### config.mk
export PLATFORM = sky130hd
export DESIGN_NAME = vliw_hazard_ctrl_flat
export DESIGN_NICKNAME = d
export VERILOG_FILES = /design/src/rtl/vliw_pkg.sv /design/src/rtl/vliw_hazard_ctrl_if.sv /design/src/rtl/vliw_hazard_ctrl_slot_cmp.sv /design/src/rtl/vliw_hazard_ctrl.sv /design/src/flat_wrapper.sv
export SDC_FILE = /design/constraint.sdc
export NUM_CORES = 1
export LEC_CHECK = 0
export ABC_AREA = 1
export CAP_MARGIN = 20
export CORE_ASPECT_RATIO = 0.8
export CORE_MARGIN = 1.5
export CORE_UTILIZATION = 50
export DETAILED_ROUTE_END_ITERATION = 10
export PLACE_DENSITY = 0.79
export SLEW_MARGIN = 20
export SYNTH_ARGS = -nofsm -noshare
export SYNTH_HDL_FRONTEND = slang
export SYNTH_SLANG_ARGS = --single-unit
### constraint.sdc
create_clock -name clk -period 8.4 [get_ports clk]
set_input_delay 0.84 -clock clk [delete_from_list [all_inputs] [get_ports clk]]
set_output_delay 0.84 -clock clk [all_outputs]
set_load 0.01 [all_outputs]
### src/rtl/vliw_pkg.sv
// Shared constants and types for the VLIW hazard controller.
package vliw_pkg;

  localparam int REG_AW_DEF = 3;
  localparam int OP_W_DEF   = 2;
  localparam int FN_W_DEF   = 3;

  localparam logic [OP_W_DEF-1:0] BR_OPCODE_DEF = 2'b01;
  localparam logic [FN_W_DEF-1:0] BR_FUNCT_DEF  = 3'b111;

  // Cause codes are ordered so that a numeric max also applies the
  // tie-break priority branch-load > branch-ALU > load-use.
  localparam logic [1:0] CAUSE_NONE     = 2'b00;
  localparam logic [1:0] CAUSE_LOAD_USE = 2'b01;
  localparam logic [1:0] CAUSE_BR_ALU   = 2'b10;
  localparam logic [1:0] CAUSE_BR_LOAD  = 2'b11;

  typedef enum logic {ST_IDLE, ST_HOLD} hz_state_e;

endpackage

### src/rtl/vliw_hazard_ctrl_if.sv
// ID-stage hazard inputs and pipeline-control outputs.
interface vliw_hazard_ctrl_if
  import vliw_pkg::*;
#(
  parameter int NUM_SLOTS = 2,
  parameter int NUM_SRC   = 3,
  parameter int REG_AW    = REG_AW_DEF,
  parameter int OP_W      = OP_W_DEF,
  parameter int FN_W      = FN_W_DEF,
  parameter int PERF_W    = 16
);
  logic [NUM_SLOTS-1:0][OP_W-1:0]               id_opcode;
  logic [NUM_SLOTS-1:0][FN_W-1:0]               id_funct;
  logic [NUM_SLOTS-1:0][NUM_SRC-1:0][REG_AW-1:0] id_src;
  logic [NUM_SLOTS-1:0][NUM_SRC-1:0]            id_src_vld;
  logic [NUM_SLOTS-1:0]                         id_valid;
  logic [NUM_SLOTS-1:0]                         p1_memread;
  logic [NUM_SLOTS-1:0]                         p1_regwrite;
  logic [NUM_SLOTS-1:0][REG_AW-1:0]             p1_regdest;
  logic [NUM_SLOTS-1:0]                         p2_memread;
  logic [NUM_SLOTS-1:0]                         p2_regwrite;
  logic [NUM_SLOTS-1:0][REG_AW-1:0]             p2_regdest;
  logic                                         flush;
  logic                                         pc_write;
  logic                                         if_id_write;
  logic                                         id_ex_bubble;
  logic [1:0]                                   stall_cause;
  logic [PERF_W-1:0]                            stall_cnt_perf;

  modport master (
    output id_opcode, id_funct, id_src, id_src_vld, id_valid,
           p1_memread, p1_regwrite, p1_regdest,
           p2_memread, p2_regwrite, p2_regdest, flush,
    input  pc_write, if_id_write, id_ex_bubble, stall_cause, stall_cnt_perf
  );

  modport slave (
    input  id_opcode, id_funct, id_src, id_src_vld, id_valid,
           p1_memread, p1_regwrite, p1_regdest,
           p2_memread, p2_regwrite, p2_regdest, flush,
    output pc_write, if_id_write, id_ex_bubble, stall_cause, stall_cnt_perf
  );
endinterface

### src/rtl/vliw_hazard_ctrl_slot_cmp.sv
// One ID slot against every EX/MEM producer: worst {need, cause} for the slot.
module hazard_slot_cmp
  import vliw_pkg::*;
#(
  parameter int NUM_SLOTS = 2,
  parameter int NUM_SRC   = 3,
  parameter int REG_AW    = REG_AW_DEF,
  parameter int R0_ZERO   = 1
) (
  input  logic [NUM_SRC-1:0][REG_AW-1:0]   src_i,
  input  logic [NUM_SRC-1:0]               src_vld_i,
  input  logic                             valid_i,
  input  logic                             is_br_i,
  input  logic [NUM_SLOTS-1:0]             p1_memread_i,
  input  logic [NUM_SLOTS-1:0]             p1_regwrite_i,
  input  logic [NUM_SLOTS-1:0][REG_AW-1:0] p1_regdest_i,
  input  logic [NUM_SLOTS-1:0]             p2_memread_i,
  input  logic [NUM_SLOTS-1:0]             p2_regwrite_i,
  input  logic [NUM_SLOTS-1:0][REG_AW-1:0] p2_regdest_i,
  output logic [1:0]                       need_o,
  output logic [1:0]                       cause_o
);
  logic [3:0] key, cand;
  logic       live, ex_hit, mem_hit;

  // Scan every source x producer pair; {need,cause} max picks depth then priority.
  always_comb begin
    key     = '0;
    cand    = '0;
    live    = 1'b0;
    ex_hit  = 1'b0;
    mem_hit = 1'b0;
    for (int i = 0; i < NUM_SRC; i++) begin
      live = src_vld_i[i] && valid_i && !((R0_ZERO != 0) && (src_i[i] == '0));
      for (int p = 0; p < NUM_SLOTS; p++) begin
        ex_hit  = live && p1_regwrite_i[p] && (p1_regdest_i[p] == src_i[i]);
        mem_hit = live && p2_regwrite_i[p] && (p2_regdest_i[p] == src_i[i]);
        cand    = '0;
        if (is_br_i) begin
          if (ex_hit && p1_memread_i[p])      cand = {2'd2, CAUSE_BR_LOAD};
          else if (ex_hit)                    cand = {2'd1, CAUSE_BR_ALU};
          if (mem_hit && p2_memread_i[p] && (cand < {2'd1, CAUSE_BR_LOAD}))
            cand = {2'd1, CAUSE_BR_LOAD};
        end else if (ex_hit && p1_memread_i[p]) begin
          cand = {2'd1, CAUSE_LOAD_USE};
        end
        if (cand > key) key = cand;
      end
    end
  end

  assign need_o  = key[3:2];
  assign cause_o = key[1:0];
endmodule

### src/rtl/vliw_hazard_ctrl.sv
// Bundle hazard detector and 0/1/2-cycle stall sequencer beside ID.
module vliw_hazard_ctrl
  import vliw_pkg::*;
#(
  parameter int              NUM_SLOTS = 2,
  parameter int              NUM_SRC   = 3,
  parameter int              REG_AW    = REG_AW_DEF,
  parameter int              OP_W      = OP_W_DEF,
  parameter int              FN_W      = FN_W_DEF,
  parameter logic [OP_W-1:0] BR_OPCODE = BR_OPCODE_DEF,
  parameter logic [FN_W-1:0] BR_FUNCT  = BR_FUNCT_DEF,
  parameter int              R0_ZERO   = 1,
  parameter int              PERF_W    = 16
) (
  input logic              clk,
  input logic              rst,
  vliw_hazard_ctrl_if.slave hz
);
  logic [NUM_SLOTS-1:0][1:0] slot_need, slot_cause;
  logic [NUM_SLOTS-1:0]      slot_br;
  logic [3:0]                bkey;
  logic [1:0]                need, cause;

  hz_state_e         state_q, state_d;
  logic              rem_q, rem_d;
  logic [1:0]        cause_q, cause_d;
  logic              stall;
  logic [1:0]        cause_out;
  logic [PERF_W-1:0] perf_q, perf_d;

  for (genvar s = 0; s < NUM_SLOTS; s++) begin : g_slot
    assign slot_br[s] = (hz.id_opcode[s] == BR_OPCODE) && (hz.id_funct[s] == BR_FUNCT);

    hazard_slot_cmp #(
      .NUM_SLOTS(NUM_SLOTS), .NUM_SRC(NUM_SRC), .REG_AW(REG_AW), .R0_ZERO(R0_ZERO)
    ) u_cmp (
      .src_i        (hz.id_src[s]),
      .src_vld_i    (hz.id_src_vld[s]),
      .valid_i      (hz.id_valid[s]),
      .is_br_i      (slot_br[s]),
      .p1_memread_i (hz.p1_memread),
      .p1_regwrite_i(hz.p1_regwrite),
      .p1_regdest_i (hz.p1_regdest),
      .p2_memread_i (hz.p2_memread),
      .p2_regwrite_i(hz.p2_regwrite),
      .p2_regdest_i (hz.p2_regdest),
      .need_o       (slot_need[s]),
      .cause_o      (slot_cause[s])
    );
  end

  // Max-reduce {need,cause} across slots.
  always_comb begin
    bkey = '0;
    for (int s = 0; s < NUM_SLOTS; s++)
      if ({slot_need[s], slot_cause[s]} > bkey) bkey = {slot_need[s], slot_cause[s]};
  end

  assign need  = bkey[3:2];
  assign cause = bkey[1:0];

  // Stall sequencer: zero-latency stall in IDLE, one extra held cycle for depth 2.
  always_comb begin
    state_d   = state_q;
    rem_d     = rem_q;
    cause_d   = cause_q;
    stall     = 1'b0;
    cause_out = CAUSE_NONE;
    if (rst) begin
      state_d = ST_IDLE;
      rem_d   = 1'b0;
      cause_d = CAUSE_NONE;
    end else if (hz.flush) begin
      state_d = ST_IDLE;
      rem_d   = 1'b0;
      cause_d = CAUSE_NONE;
    end else begin
      case (state_q)
        ST_IDLE: begin
          if (need != 2'd0) begin
            stall     = 1'b1;
            cause_out = cause;
            if (need == 2'd2) begin
              state_d = ST_HOLD;
              rem_d   = 1'b1;
              cause_d = cause;
            end
          end
        end
        ST_HOLD: begin
          // Hazard inputs are ignored here; the latched cause is replayed.
          stall     = 1'b1;
          cause_out = cause_q;
          rem_d     = 1'b0;
          state_d   = ST_IDLE;
        end
        default: state_d = ST_IDLE;
      endcase
    end
  end

  assign perf_d = (stall && (perf_q != '1)) ? perf_q + PERF_W'(1) : perf_q;

  // State, latched cause and saturating stall counter.
  always_ff @(posedge clk) begin
    if (rst) begin
      state_q <= ST_IDLE;
      rem_q   <= 1'b0;
      cause_q <= CAUSE_NONE;
      perf_q  <= '0;
    end else begin
      state_q <= state_d;
      rem_q   <= rem_d;
      cause_q <= cause_d;
      perf_q  <= perf_d;
    end
  end

  assign hz.pc_write       = ~stall;
  assign hz.if_id_write    = ~stall;
  assign hz.id_ex_bubble   = stall;
  assign hz.stall_cause    = cause_out;
  assign hz.stall_cnt_perf = perf_q;
endmodule

### src/flat_wrapper.sv
// flat-port wrapper written by rule: the top's interface ports become plain ports
module vliw_hazard_ctrl_flat import vliw_pkg::*;
#(
  parameter int              NUM_SLOTS = 2,
  parameter int              NUM_SRC   = 3,
  parameter int              REG_AW    = REG_AW_DEF,
  parameter int              OP_W      = OP_W_DEF,
  parameter int              FN_W      = FN_W_DEF,
  parameter logic [OP_W-1:0] BR_OPCODE = BR_OPCODE_DEF,
  parameter logic [FN_W-1:0] BR_FUNCT  = BR_FUNCT_DEF,
  parameter int              R0_ZERO   = 1,
  parameter int              PERF_W    = 16
)
  (clk, rst, hz_id_opcode, hz_id_funct, hz_id_src, hz_id_src_vld, hz_id_valid, hz_p1_memread, hz_p1_regwrite, hz_p1_regdest, hz_p2_memread, hz_p2_regwrite, hz_p2_regdest, hz_flush, hz_pc_write, hz_if_id_write, hz_id_ex_bubble, hz_stall_cause, hz_stall_cnt_perf);
  vliw_hazard_ctrl_if #(.NUM_SLOTS(NUM_SLOTS), .NUM_SRC(NUM_SRC), .REG_AW(REG_AW), .OP_W(OP_W), .FN_W(FN_W), .PERF_W(PERF_W)) hz_i ();
  input logic clk;
  input logic rst;
  input wire logic [$bits(hz_i.id_opcode)-1:0] hz_id_opcode;
  input wire logic [$bits(hz_i.id_funct)-1:0] hz_id_funct;
  input wire logic [$bits(hz_i.id_src)-1:0] hz_id_src;
  input wire logic [$bits(hz_i.id_src_vld)-1:0] hz_id_src_vld;
  input wire logic [$bits(hz_i.id_valid)-1:0] hz_id_valid;
  input wire logic [$bits(hz_i.p1_memread)-1:0] hz_p1_memread;
  input wire logic [$bits(hz_i.p1_regwrite)-1:0] hz_p1_regwrite;
  input wire logic [$bits(hz_i.p1_regdest)-1:0] hz_p1_regdest;
  input wire logic [$bits(hz_i.p2_memread)-1:0] hz_p2_memread;
  input wire logic [$bits(hz_i.p2_regwrite)-1:0] hz_p2_regwrite;
  input wire logic [$bits(hz_i.p2_regdest)-1:0] hz_p2_regdest;
  input wire logic [$bits(hz_i.flush)-1:0] hz_flush;
  output wire logic [$bits(hz_i.pc_write)-1:0] hz_pc_write;
  output wire logic [$bits(hz_i.if_id_write)-1:0] hz_if_id_write;
  output wire logic [$bits(hz_i.id_ex_bubble)-1:0] hz_id_ex_bubble;
  output wire logic [$bits(hz_i.stall_cause)-1:0] hz_stall_cause;
  output wire logic [$bits(hz_i.stall_cnt_perf)-1:0] hz_stall_cnt_perf;
  assign hz_i.id_opcode = hz_id_opcode;
  assign hz_i.id_funct = hz_id_funct;
  assign hz_i.id_src = hz_id_src;
  assign hz_i.id_src_vld = hz_id_src_vld;
  assign hz_i.id_valid = hz_id_valid;
  assign hz_i.p1_memread = hz_p1_memread;
  assign hz_i.p1_regwrite = hz_p1_regwrite;
  assign hz_i.p1_regdest = hz_p1_regdest;
  assign hz_i.p2_memread = hz_p2_memread;
  assign hz_i.p2_regwrite = hz_p2_regwrite;
  assign hz_i.p2_regdest = hz_p2_regdest;
  assign hz_i.flush = hz_flush;
  assign hz_pc_write = hz_i.pc_write;
  assign hz_if_id_write = hz_i.if_id_write;
  assign hz_id_ex_bubble = hz_i.id_ex_bubble;
  assign hz_stall_cause = hz_i.stall_cause;
  assign hz_stall_cnt_perf = hz_i.stall_cnt_perf;
  vliw_hazard_ctrl #(.NUM_SLOTS(NUM_SLOTS), .NUM_SRC(NUM_SRC), .REG_AW(REG_AW), .OP_W(OP_W), .FN_W(FN_W), .BR_OPCODE(BR_OPCODE), .BR_FUNCT(BR_FUNCT), .R0_ZERO(R0_ZERO), .PERF_W(PERF_W)) u_core (.clk(clk), .rst(rst), .hz(hz_i));
endmodule
==> impl_metrics.tcl, run 1 <==
set metrics [dict create \
    status "did not finish" \
    lastStage "5_1_grt" \
    error "[ERROR GRT-0232] Routing congestion too high. Check the congestion heatmap in the GUI." \
    detailed_place_hpwl_mm 14.3 \
    clkSinkCount 19 \
    endpoint_type "output port" \
    synth-xor-area-share 0.0795 \
    die_h_microns 91.1 \
    synth_top_family_by_area "simple AND/OR/NAND/NOR gates" \
    root_buffer "clkbuf_16" \
    ios 80 \
    synth_edf_count 0 \
    syn-cell-area_sq_mm 0.00485 \
    dpl.cell_count 1177 \
    ctsHoldBuffers 0 \
    postSynth.asyncResetShare 0 \
    cts-htree-levels 1 \
    clockBufferDepth 2 \
    synth_simple_gate_area_frac 0.465 \
    synth_cell_types 45 \
    ys.flop_type "dfxtp_1" \
    io_buffers 79 \
    yosysSeqAreaShare 0.0785 \
    syn_avg_cell_area_sq_um 5.86 \
    rows 31 \
    ys_ff_latch 19 \
    synth_warnings 0 \
    cts-buffers-inserted 3 \
    initial_core_util 0.525 \
    synthMuxAreaShare 0 \
    grtUsageTotal 0.764 \
    synth_fa_ha_area_frac 0.116 \
    grt-ovfl-total 52 \
    synth_cells 827 \
    grt_max_degree 18 \
    die_x_microns 113 \
    syn_nets 931 \
    synth_compound_area_frac 0.127 \
    crit_endpoint "hz_id_ex_bubble" \
    place_congestion 0.984 \
]
==> routing by layer <==
metal	global-route usage	GRT overflow
met1	0.749	1
met2	0.948	30
met3	0.595	0
met4	0.797	21
met5	0.226	0
==> metrics by stage <==
step / worst slack, ns / area [sq um] / hold WS, ns
2_1_floorplan: -0.288 / 4990 / 0.430
3_3_place_gp: -1.23 / 7120 / 0.440
4_1_cts: -0.452 / 8290 / 0.460
3_5_place_dp: -1.62 / 7120 / 0.451
==> cells in the mapped netlist, types with 9 or more instances <==
master | instances | area [sq um]
nand2_1 | 236 | 886
inv_1 | 113 | 424
nand3_1 | 72 | 360
nor2_1 | 51 | 191
ha_1 | 45 | 563
xor2_1 | 31 | 272
a21oi_1 | 30 | 150
nand4_1 | 22 | 138
dfxtp_1 | 19 | 380
nand2_2 | 18 | 113
buf_2 | 17 | 85.1
inv_2 | 17 | 63.8
nor2_2 | 16 | 100
o21ai_0 | 16 | 80.1
nand3_2 | 13 | 130
xnor2_1 | 13 | 114
a21oi_2 | 12 | 105
o21ai_1 | 11 | 55.1
nor3_1 | 9 | 45.0
==> kinds of logic after synthesis <==
| family | count (synthesis) |
|---|---|
| XOR/XNOR | 44 |
| AO/OA/AOI/OAI | 94 |
| adder cells (fa/ha/maj) | 45 |
| flip-flops | 19 |
| buffers and inverters | 157 |
| AND/OR/NAND/NOR | 468 |
==> repair_timing <==
item,CTS
pin swaps,127
endpoints found under the setup margin,24
hold endpoints to repair,0
resized for setup,264
buffers inserted,89
==> inputs of run 2 (changes only) <==
--- a/config.mk
+++ b/config.mk
@@ -7,11 +7,10 @@
 export LEC_CHECK = 0
 export ABC_AREA = 1
 export CAP_MARGIN = 20
-export CORE_ASPECT_RATIO = 0.8
 export CORE_MARGIN = 1.5
-export CORE_UTILIZATION = 50
+export CORE_UTILIZATION = 35
 export DETAILED_ROUTE_END_ITERATION = 10
-export PLACE_DENSITY = 0.79
+export PLACE_DENSITY_LB_ADDON = 0.15
 export SLEW_MARGIN = 20
 export SYNTH_ARGS = -nofsm -noshare
 export SYNTH_HDL_FRONTEND = slang
==> constraint.sdc (replaced) <==
create_clock -name clk -period 10.9 [get_ports clk]
set_input_delay 1.09 -clock clk [delete_from_list [all_inputs] [get_ports clk]]
set_output_delay 1.09 -clock clk [all_outputs]
set_load 0.01 [all_outputs]
==> run 2 against run 1 <==
Against the previous run:
- the flow now finishes without violations
- synthesized cell count stayed put
- synthesized area stayed put
==> impl_metrics.tcl, run 2 <==
set metrics [dict create \
    setup_viol 0 \
    antenna_found_initial 0 \
    clockBufferDepth 2 \
    ys_ff_latch 19 \
    worst_pin_slew_ns 0.811 \
    holdCritPathClass "flip-flop to flip-flop" \
    crit_slowest_cell "clkdlybuf4s50_1" \
    period_share 0.941 \
    postSynth.asyncResetShare 0 \
    antenna_cells 0 \
    coreArea_sq_mm 0.0134 \
    cts-buffers-inserted 3 \
    ir_drop_v 0.000125 \
    rows 42 \
    start_kind "input port" \
    grt-ovfl-total 0 \
    cp_data_arrival_time_ns 9.17 \
    status "completed" \
    reg2reg_slack_ns 8.41 \
    die_h_microns 121 \
    finalInstanceArea_sq_mm 0.00613 \
    synth_warnings 0 \
    drc 0 \
    hold_violations 0 \
    clkSinkCount 19 \
    p_int_mw 0.382 \
    synth_cells 827 \
    grt.busiest_layer "met2" \
    cp_common_cell "nand2_1" \
    syn_avg_cell_area_sq_um 5.86 \
    max_slew_margin 0.458 \
    final.min_clock_period_ns 10.26 \
    combPwrFrac 0.810 \
    via_count 5355 \
    final_cell_mix "234 x nand2_1, 105 x inv_1, 70 x nand3_1" \
    drv_cap 0 \
    fin_nets 1019 \
    final_common_cell "nand2_1" \
    use_met1 0.287 \
    cts-htree-levels 1 \
    ant_nets 0 \
    fin_cells 1090 \
    dpl.cell_count 1081 \
    grt_pass1_wl_mm 24.3 \
    end_kind "output pin" \
    seqPwrFrac 0.095 \
    grtUsageTotal 0.202 \
    p_sw_mw 0.427 \
    power_density_mw_per_mm2 132 \
    ios 80 \
    worstPathMaxFanout 7 \
    dieArea_sq_mm 0.0146 \
    yosys.area.top_type_share 0.183 \
    dr.pass1.iters 5 \
    wl_mm 14.6 \
    drive_gt1_frac 0.164 \
    fin_total_pwr_mw 0.808 \
    viasPerCell 4.91 \
    largest_reg_flops 16 \
    grt_util_met2 0.336 \
    synth_edf_count 0 \
    crit_required_ns 9.81 \
    use_met3 0.0151 \
    clock_power_share 0.095 \
    fillers 1455 \
    detailed_place_hpwl_mm 11.9 \
    synth_top_area_cell "nand2_1" \
    yosysSeqAreaShare 0.0785 \
    drt_iter0_drc 379 \
    io_buffers 79 \
    finClkSkew_ns 0.00197 \
    syn_nets 931 \
    synthTopCellsByCount "236 x nand2_1, 113 x inv_1, 72 x nand3_1, 51 x nor2_1, 45 x ha_1" \
    synth_area_leaders "nand2_1 18%, ha_1 12%, inv_1 8.8%" \
    syn-cell-area_sq_mm 0.00485 \
    p_leak_nw 3.20 \
    root_buffer "clkbuf_16" \
    grt_max_degree 19 \
    wl_per_cell_microns 13.4 \
    slew_violations 0 \
    setup.worst_path.class "input port to output pin" \
    initial_core_util 0.362 \
    ys.flop_type "dfxtp_1" \
    place_congestion 0.893 \
    clock.fmax_mhz 97.5 \
    grt_pass1_vias 5011 \
    insertion_delay_ns 0.25 \
    clk_pin_slew_ns 0.06 \
    cts_tree "yes" \
    synth_cell_types 45 \
    area_growth_pct 26.4 \
    synth_most_common_cell "nand2_1" \
    placed_cell_area_sq_mm 0.00589 \
    slowest_delay_ns 0.46 \
    swShare 0.528 \
    die_x_microns 121 \
]
[run 2: metal layers]
| metal | vias up | wire length (microns) | share of wire |
|---|---|---|---|
| met5 | - | 0 | 0 |
| met2 | 118 | 6470 | 0.44 |
| met4 | 0 | 266 | 0.018 |
| li1 | 2866 | - | - |
| met3 | 20 | 568 | 0.039 |
| met1 | 2351 | 7330 | 0.50 |
[run 2: logic make-up after synthesis]
family	Yosys count	synth area share
simple gates	468	0.465
buf+inv	157	0.134
xor+xnor	44	0.0795
fa+ha+maj	45	0.116
flops	19	0.0785
compound gates	94	0.127
[run 2: area by class of cell]
class | instances | area (sq um) | area share
multi-input cells | 651 | 3880 | 0.634
repair buffers | 110 | 1080 | 0.176
inverters | 130 | 488 | 0.0796
flip-flops and latches | 19 | 380 | 0.0621
well taps | 176 | 220 | 0.0359
clock buffers | 4 | 78.8 | 0.0129
[run 2: worst paths after layout]
check                                    from  cells past startpoint                     endpoint
setup / recovery             hz_p1_regdest[1]                     63              hz_id_ex_bubble
hold / removal              u_core.cause_q[0]                      2            u_core.cause_q[0]
setup reg to reg  u_core.hz.stall_cnt_perf[0]                     10  u_core.hz.stall_cnt_perf[1]
hold reg to reg             u_core.cause_q[0]                      2            u_core.cause_q[0]
[run 2: worst max-delay path, delay by kind of cell]
family	cells	cell delay, ns
simple gates	23	1.78
compound gates	16	2.46
buf+inv	18	2.16
fa+ha+maj	6	1.65
[run 2: power by group through the flow]
stage / Combinational, mW / Clock (mW) / Sequential [mW]
after floorplan: 0.454 / 0 / 0.0783
after global placement: 0.620 / 0 / 0.0780
after detailed placement: 0.625 / 0 / 0.0780
after CTS: 0.627 / 0.0795 / 0.0764
after global routing: 0.728 / 0.0836 / 0.0770
final: 0.655 / 0.0771 / 0.0764
[run 2: metrics by stage]
step / hold slack, ns / worst slack [ns] / setup TNS, ns / util
after floorplan: 0.430 / 1.30 / 0 / -
after global placement: 0.442 / 0.200 / 0 / 0.440
after detailed placement: 0.446 / 0.0540 / 0 / 0.440
after CTS: 0.454 / 0.0376 / 0 / 0.446
after global routing: 0.473 / -0.0449 / -0.0882 / 0.457
final: 0.451 / 0.644 / 0 / 0.457
[run 2: repair_timing]
item | in CTS | in global routing
buffers inserted | 0 | 5
endpoints found under the setup margin | 0 | 5
resized for setup | 0 | 43
hold buffers | 0 | 0
Note: power is estimated with default switching activity, not from simulation.
==> inputs of run 3 (changes only) <==
--- a/config.mk
+++ b/config.mk
@@ -8,7 +8,7 @@
 export ABC_AREA = 1
 export CAP_MARGIN = 20
 export CORE_MARGIN = 1.5
-export CORE_UTILIZATION = 35
+export CORE_UTILIZATION = 43
 export DETAILED_ROUTE_END_ITERATION = 10
 export PLACE_DENSITY_LB_ADDON = 0.15
 export SLEW_MARGIN = 20
==> run 3 against run 2 <==
Against the previous run:
- utilization rose by 9.6 points
- critical path depth fell by 3
- combinational power fell by 2%
- non-clock buffer count rose by 1
- largest power group unchanged
- hold slack improved by 0.0071 ns
- maximum frequency rose by 1.0%
- sequential share of layout area rose by 0.074 points
- cell count fell by 3.2%
- register-to-register slack got worse by 0.07 ns
- clock skew fell by 0.0014 ns
- highest routed layer unchanged
- clock power rose by 2%
==> impl_metrics.tcl, run 3 (same netlist as run 2, synthesis figures left out) <==
set metrics [dict create \
    status "completed" \
    clk_pin_slew_ns 0.06 \
    fin_cells 1055 \
    slowest_delay_ns 0.53 \
    root_buffer "clkbuf_16" \
    viasPerCell 5.26 \
    worstPathMaxFanout 7 \
    setup.worst_path.class "input port to output pin" \
    p_leak_nw 3.13 \
    place_congestion 0.948 \
    dpl.cell_count 1043 \
    initial_core_util 0.443 \
    cts-htree-levels 1 \
    ctsHoldBuffers 0 \
    fillers 1138 \
    antenna_found_initial 0 \
    ios 80 \
    drt_iter0_drc 302 \
    grt-ovfl-total 0 \
    grtUsageTotal 0.256 \
    wl_mm 14.6 \
    holdCritPathClass "flip-flop to flip-flop" \
    coreArea_sq_mm 0.0109 \
    max_slew_margin 0.499 \
    met2_wirelength_mm 7.09 \
    cp_common_cell "nand2_1" \
    ir_drop_v 0.000176 \
    seqCellArea_sq_um 380 \
    power_density_mw_per_mm2 131 \
    final.min_clock_period_ns 10.15 \
    period_share 0.931 \
    largest_reg_flops 16 \
    top_layer "met4" \
    rows 38 \
    startpoint "hz_p2_regdest[2]" \
    final_cell_mix "235 x nand2_1, 104 x inv_1, 72 x nand3_1" \
    wl_per_cell_microns 13.9 \
    drc 0 \
    drive_gt1_frac 0.167 \
    crit_slowest_cell "clkdlybuf4s50_1" \
    end_kind "output pin" \
    cp_data_arrival_time_ns 9.06 \
    clkSinkCount 19 \
    area_growth_pct 24.9 \
    ant_nets 0 \
    hold_violations 0 \
    fin_nets 1020 \
    drv_cap 0 \
    detailed_place_hpwl_mm 12.1 \
    final_common_cell "nand2_1" \
    io_buffers 79 \
    clock.fmax_mhz 98.5 \
    r2r_start "u_core.hz.stall_cnt_perf[0]" \
    die_h_microns 109 \
    start_kind "input port" \
    worst_pin_slew_ns 0.751 \
    crit_required_ns 9.81 \
    via_count 5547 \
    hp-start "u_core.cause_q[1]" \
    cts_tree "yes" \
    setup_viol 0 \
    cts-buffers-inserted 3 \
    dr.pass1.iters 5 \
    dr_wl_met3_microns 585 \
    die_x_microns 109 \
    antenna_cells 0 \
    fin_total_pwr_mw 0.795 \
    grt_pass1_vias 5438 \
    multi_input_area_sq_mm 0.00387 \
    finClkSkew_ns 0.000585 \
    clockBufferDepth 2 \
    reg2reg_slack_ns 8.34 \
    insertion_delay_ns 0.26 \
    grt_pass1_wl_mm 24.7 \
    rsz0062_at_grt "yes" \
    slew_violations 0 \
    wl_met1_mm 6.66 \
    dieArea_sq_mm 0.0119 \
    grt_max_degree 19 \
]
-- run 3: cell types whose count changed in the layout (fill, tap and decap cells not counted), moves of 2 or more --
cell / before / now
dlymetal6s2s_1: 21 / 14
dlygate4sd2_1: 0 / 2
clkdlybuf4s50_1: 58 / 62
nand3_1: 70 / 72
nand3_2: 15 / 13
a32oi_2: 2 / 4
a32oi_1: 6 / 4
-- run 3: worst max-delay path, delay by kind of cell --
kind	cells	cell delay, ns
compound gates	17	2.37
fa+ha+maj	6	1.76
buf+inv	15	1.70
xor+xnor	1	0.23
simple gates	21	1.91
-- run 3: repair_timing --
action	4_1_cts	5_1_grt
gates cloned	0	0
pin swaps	0	9
setup endpoints to repair	5	5
buffers inserted	0	8
resized for setup	6	32
-- run 3: worst paths after layout --
kind,end,depth (start not counted)
setup / recovery,hz_id_ex_bubble,60
setup reg to reg,u_core.hz.stall_cnt_perf[1],10
hold / removal,u_core.cause_q[1],2
hold reg to reg,u_core.cause_q[1],2
-- run 3: through the flow --
stage / worst slack [ns] / TNS [ns] / area (sq um) / util / hold slack, ns
final: 0.750 / 0 / 6050 / 0.554 / 0.458
after global routing: -0.0699 / -0.138 / 6050 / 0.554 / 0.484
after CTS: 0.0462 / 0 / 5930 / 0.542 / 0.459
after detailed placement: -0.160 / -0.485 / 5830 / 0.533 / 0.449
after global placement: 0.0765 / 0 / 5830 / 0.533 / 0.441
after floorplan: 1.30 / 0 / 4850 / - / 0.430
-- run 3: metal layers --
layer / up-vias / GRT usage
li1: 2863 / -
met1: 2524 / 0.325
met2: 131 / 0.462
met3: 29 / 0.0203
met4: 0 / 0.0686
met5: - / 0
-- run 3: layout make-up --
cell class	count	area share
multi-input combinational	651	0.640
sequential	19	0.0628
clock inverter	1	0.000827
timing repair buffer	111	0.175
inverter	130	0.0806
clock buffer	3	0.0124
tap	140	0.0289
-- run 3: report_power, final --
part / leakage [nW] / total (mW) / switching (mW) / internal, mW
clock network: 0.0409 / 0.0787 / 0.0294 / 0.0493
registers: 0.154 / 0.0767 / 0.00281 / 0.0738
logic: 2.93 / 0.640 / 0.383 / 0.256
